===== src/rtl/hazard_scoreboard.sv =====
// Register hazard scoreboard: per-register pending counters for long-latency writes, RAW/full stall generation.
// Optional write-through bypass of the completing writeback: define HAZARD_SCOREBOARD_WB_BYPASS_EN.
module hazard_scoreboard #(
    parameter int REG_W   = 5,
    parameter int NUM_SRC = 2,
    parameter int CNT_W   = 2,
    parameter int STAT_W  = 32
) (
    input  logic                     clk,
    input  logic                     rst_n,
    input  logic                     id_valid,
    input  logic [NUM_SRC*REG_W-1:0] id_rs_idx,
    input  logic [NUM_SRC-1:0]       id_rs_used,
    input  logic [REG_W-1:0]         id_rd,
    input  logic                     id_long_lat,
    input  logic                     issue,
    input  logic                     wb_valid,
    input  logic [REG_W-1:0]         wb_rd,
    input  logic                     kill_valid,
    input  logic [REG_W-1:0]         kill_rd,
    output logic                     stall_pipeline,
    output logic [1:0]               stall_cause,
    output logic [2**REG_W-1:0]      pending_mask,
    output logic                     sb_error,
    output logic [STAT_W-1:0]        stall_cycles
);
    localparam int NREG = 2**REG_W;

    logic [NREG-1:0][CNT_W-1:0] count;
    logic [NREG-1:0][CNT_W-1:0] count_nxt;
    logic [NREG-1:0]            mask_nxt;
    logic [NREG-1:0]            uf;
    logic [NUM_SRC-1:0]         raw_hit;
    logic                       full_hit;
    logic                       eff_issue;

    function automatic logic [STAT_W-1:0] sat_inc(input logic [STAT_W-1:0] v, input logic en);
        return (en && (v != '1)) ? v + STAT_W'(1) : v;
    endfunction

    for (genvar i = 0; i < NUM_SRC; i++) begin : g_src
        logic [REG_W-1:0] idx;
        logic [CNT_W-1:0] cnt;
        logic             byp;
        assign idx = id_rs_idx[i*REG_W +: REG_W];
        assign cnt = count[idx];
`ifdef HAZARD_SCOREBOARD_WB_BYPASS_EN
        // Write-through regfile: the last outstanding write lands this cycle.
        assign byp = wb_valid & (wb_rd == idx) & (cnt == CNT_W'(1));
`else
        assign byp = 1'b0;
`endif
        assign raw_hit[i] = id_valid & id_rs_used[i] & (idx != '0) & (cnt != '0) & ~byp;
    end

    assign full_hit       = id_valid & id_long_lat & (id_rd != '0) & (&count[id_rd]);
    assign stall_pipeline = (|raw_hit) | full_hit;
    assign eff_issue      = issue & id_valid & ~stall_pipeline;

    always_comb begin
        stall_cause = 2'd0;
        if (|raw_hit)
            stall_cause = 2'd1;
        else if (full_hit)
            stall_cause = 2'd2;
    end

    for (genvar r = 0; r < NREG; r++) begin : g_reg
        if (r == 0) begin : g_zero
            assign count_nxt[r] = '0;
            assign uf[r]        = 1'b0;
            assign mask_nxt[r]  = 1'b0;
        end else begin : g_cnt
            logic           inc, dec_wb, dec_kill;
            logic [CNT_W:0] up, dn;
            assign inc      = eff_issue & id_long_lat & (id_rd == REG_W'(r));
            assign dec_wb   = wb_valid & (wb_rd == REG_W'(r));
            assign dec_kill = kill_valid & (kill_rd == REG_W'(r));
            assign up       = {1'b0, count[r]} + (CNT_W+1)'(inc);
            assign dn       = (CNT_W+1)'(dec_wb) + (CNT_W+1)'(dec_kill);
            // More retirements than outstanding writes: clamp and flag.
            assign uf[r]        = (dn > up);
            assign count_nxt[r] = uf[r] ? '0 : CNT_W'(up - dn);
            assign mask_nxt[r]  = (count_nxt[r] != '0);
        end
    end

    always_ff @(posedge clk) begin
        if (!rst_n) begin
            count        <= '0;
            pending_mask <= '0;
            sb_error     <= 1'b0;
            stall_cycles <= '0;
        end else begin
            count        <= count_nxt;
            pending_mask <= mask_nxt;
            sb_error     <= sb_error | (|uf);
            stall_cycles <= sat_inc(stall_cycles, stall_pipeline);
        end
    end
endmodule


===== config.mk =====
export PLATFORM = sky130hd
export DESIGN_NAME = hazard_scoreboard
export DESIGN_NICKNAME = d
export VERILOG_FILES = /design/src/rtl/hazard_scoreboard.sv
export SDC_FILE = /design/constraint.sdc
export NUM_CORES = 1
export LEC_CHECK = 0
export BUFFER_PORTS_ARGS = -buffer_cell sky130_fd_sc_hd__buf_2
export CAP_MARGIN = 20
export CORE_ASPECT_RATIO = 0.5
export CORE_UTILIZATION = 25
export CTS_CLUSTER_DIAMETER = 150
export DETAILED_ROUTE_END_ITERATION = 8
export PLACE_DENSITY = 0.39
export SKIP_LAST_GASP = 1
export SLEW_MARGIN = 20
export SYNTH_ARGS = -nofsm -noshare
export SYNTH_HDL_FRONTEND = slang
export SYNTH_SLANG_ARGS = --single-unit

===== constraint.sdc =====
create_clock -name clk -period 4.8 [get_ports clk]
set_clock_uncertainty 0.2 [all_clocks]
set_input_delay 0.96 -clock clk [delete_from_list [all_inputs] [get_ports clk]]
set_output_delay 0.96 -clock clk [all_outputs]
set_load 0.005 [all_outputs]

==> results by group <==
Outcome
  – Status: finished, violations left
  – Failing checks: setup timing

Synthesis
  – Largest family of logic cells by synthesized area: simple AND/OR/NAND/NOR gates
  – Netlist cell types: 65
  – Seq/Total Area, Yosys: 25.6%
  – EDFF count, synth: 0
  – Post-Synthesis Cell Area: 9840 µm²
  – Synth async-reset ratio: 0%
  – Synth Area in Simple Gates: 29.3%
  – Post-Syn Nets: 1421
  – Post-synthesis mux area share: 4.37%
  – Top_reg_cell synth: dfxtp_1
  – Synth Warn #: 0
  – Mapped Cells: 1200
  – Synth Area in Compound Gates: 7.07%
  – Synthesized flop and latch total: 126
  – Synthesized-area fraction occupied by adder cells: 23.8%
  – Post-Synth XOR/XNOR Area: 2.76%
  – Mean Syn Cell Area: 8.20 µm²

Die
  – Number of I/O pins: 102
  – Rows: 50
  – Die X: 283 µm
  – Die height: 142 µm
  – Die Area: 40200 µm²
  – Core ar.: 38100 µm²
  – Initial Util: 25.8%

Worst setup path
  – Critical path buffer and inverter count: 7
  – Max incr delay on CP: 0.53 ns
  – WP depth: 21
  – Slowest CP cell: mux4_2
  – Reg2Reg Depth: 20
  – CP Capture Point: sb_error
  – CP max FO: 8
  – Worst path most repeated cell: buf_6
  – Critical-path cell list: buf_8 -> buf_12 -> mux4_2 -> mux2_4 -> a2111oi_4 -> a41o_2 -> buf_6 -> nor3_4 -> buf_6 -> buf_6 -> and4_1 -> ha_2 -> ha_4 -> inv_2 -> ha_4 -> buf_6 -> nand2_1 -> nand2_2 -> nand4_1 -> nor4_4 -> a21boi_1
  – CP arrival: 4.97 ns
  – R2R Path End: sb_error
  – Crit start category: input pin
  – CP top delay family: simple AND/OR/NAND/NOR gates
  – Worst setup path category: input pin to register
  – Reg2reg start: count[12]
  – CP Capture Type: register
  – Register-to-register setup slack: 0.17 ns
  – Worst path required time: 4.93 ns
  – Worst Setup SP: id_rd[0]

Route
  – DRT iter0 DRCs: 494
  – Residual DRC: 0
  – Final WL: 34.0 mm
  – Vias: 9142
  – Post-DR vias/cell: 4.70
  – Drt pass-1 iters: 4
  – Antenna Nets Post-Route: 0
  – Drt wl/cell: 17.5 µm

Timing
  – Hold Fails Final Rpt: 0
  – Max_slew headroom: 45.7%
  – Final WS setup: -0.0424 ns
  – Max Fclk: 207 MHz
  – Slew @ Worst Pin: 0.814 ns
  – Total negative setup slack: -0.0424 ns
  – Fin. max-slew vios: 0
  – RSZ-0062 raised after global routing: true
  – Final Critical Period: 4.84 ns
  – Period utilisation layout: 101%
  – Final setup fails: 1

Global route
  – First-pass GRT wire length: 51.9 mm
  – Overflow after GRT: 0
  – Largest net degree at the start of global routing: 114
  – Antenna violations before repair: 0
  – Vias in the first global route: 9071
  – Total track usage: 17.3%

Layout
  – Fin util: 33.6%
  – # diodes: 0
  – Share of post-route cells with drive strength above 1: 26.5%
  – Area grow syn2layout: 30.0%
  – Final nets: 1632
  – Fill cell count: 4057

Placement
  – Detailed Place HPWL: 26.7 mm
  – Final GP Congestion: 0.884
  – I/O Buffers: 100

Job
  – Max-cap violations: 0

CTS
  – H-tree lvl count: 4
  – CTS root buffer: clkbuf_16
  – Clock sink count: 126
  – CTS tree: yes
  – Worst-Skew Late Latency: 0.45 ns
  – Hold-fix buffers, CTS: 0
  – Clock-pin slew of the registers on the worst-case setup and hold paths: 0.06 ns
  – CTS Buffer Depth: 2
  – Num CTS Buffers: 17

Power
  – Leak: 0.00591 µW
  – Peak VDD IR: 0.185 mV
  – Pwr per Cell Area: 224 nW/µm²

Worst hold path
  – Worst Hold Class: register to register
[kinds of logic (layout without fill, tap and decap cells)]
logic type               count (synthesis)  after routing
buffers and inverters                  175            399
adder cells (fa/ha/maj)                187            187
AND/OR/NAND/NOR                        545            545
multiplexers                            30             30
other                                    1              1
flip-flops                             126            126
AO/OA/AOI/OAI                          105            105
XOR/XNOR                                31             31
[layer usage]
| layer | wire length, µm | global-route usage, % | vias up |
|---|---|---|---|
| met1 | 16200 | 22.3 | 4413 |
| met3 | 1300 | 3.17 | 38 |
| li1 | - | - | 4538 |
| met5 | 0 | 0 | - |
| met4 | 567 | 4.98 | 0 |
| met2 | 16000 | 29.4 | 153 |
[power breakdown]
part | leakage, µW | total, µW | internal, µW | switching [µW]
clock | 0.000292 | 1390 | 855 | 536
sequential | 0.00102 | 1080 | 1060 | 14.6
combinational | 0.00460 | 398 | 172 | 226
total | 0.00591 | 2870 | 2090 | 776
[timing repair]
item	4_1_cts	5_1_grt
pin swaps	8	27
resized for setup	10	58
buffers inserted	7	5
endpoints found under the setup margin	9	6
[cells in the final DEF, fill, tap and decap left out, drive strengths merged, types with 12 or more instances in the layout]
cell    instances
buf           236
ha            187
inv           131
nor2          129
nand2         128
dfxtp         126
and3           55
a21oi          40
nor3b          34
or2            34
nand3          31
xnor2          31
clkbuf         22
nor3           22
nand2b         20
mux2i          19
nand4          18
o21ai          18
and4           18
nor4           17
a21boi         13
or3            12
[worst min path at each step]
stage | startpoint | cells past startpoint | to
floorplan | stall_cycles[11] | 2 | stall_cycles[11]
global placement | stall_cycles[19] | 2 | stall_cycles[19]
detailed placement | stall_cycles[15] | 2 | stall_cycles[15]
CTS | stall_cycles[15] | 2 | stall_cycles[15]
global route | stall_cycles[28] | 2 | stall_cycles[28]
finish | stall_cycles[4] | 2 | stall_cycles[4]
[cells in the mapped netlist, drive strengths merged, types with 19 or more instances]
master,instances,area share [%]
a21oi,40,2.0
nand2,128,4.9
dfxtp,126,26
nand3,31,1.6
buf,19,1.1
and3,55,3.5
ha,187,24
nand2b,20,1.3
mux2i,19,1.9
inv,131,5.0
nor2,129,4.9
or2,34,2.2
xnor2,31,2.8
clkbuf,25,0.95
nor3b,34,2.6
nor3,22,1.3
[worst reg2reg max path, cell delays in order (launching register included)]
cell	delay (ns)
dfxtp_1	0.33
nor2_1	0.32
mux4_2	0.33
nor3_1	0.04
or4_1	0.49
o2bb2ai_2	0.16
buf_4	0.15
nor3_4	0.23
buf_6	0.15
buf_6	0.12
and4_1	0.22
ha_2	0.20
ha_4	0.20
inv_2	0.06
ha_4	0.20
a21oi_2	0.13
nor2_2	0.06
nand2_2	0.09
nand4_1	0.21
nor4_4	0.49
a21boi_1	0.12
[final cells by class]
type / count / area [µm²] / area share [%]
Multi-Input combinational cell: 899 / 6930 / 54.2
Sequential cell: 126 / 2520 / 19.7
Timing Repair Buffer: 236 / 1580 / 12.4
Tap cell: 520 / 651 / 5.09
Inverter: 131 / 497 / 3.88
Clock buffer: 22 / 474 / 3.71
Clock inverter: 10 / 136 / 1.07
[flip-flops by register name, summed over array words and instances (netlist names)]
name,flops
count,62
sb_error,1
stall_cycles,32
pending_mask,31
[metrics by stage]
stage	instance area [µm²]	setup WS, ns	hold WS [ns]	instances	total power [µW]
finish	12800	-0.0424	0.280	1944	2870
global route	12800	-0.123	0.308	1944	2990
CTS	12500	-0.0566	0.282	1939	2890
detailed placement	11700	-1.15	0.272	1900	1460
global placement	11700	-1.18	0.262	1900	1460
floorplan	9840	0.179	0.264	1200	1290
(Power assumes the default switching activity.)
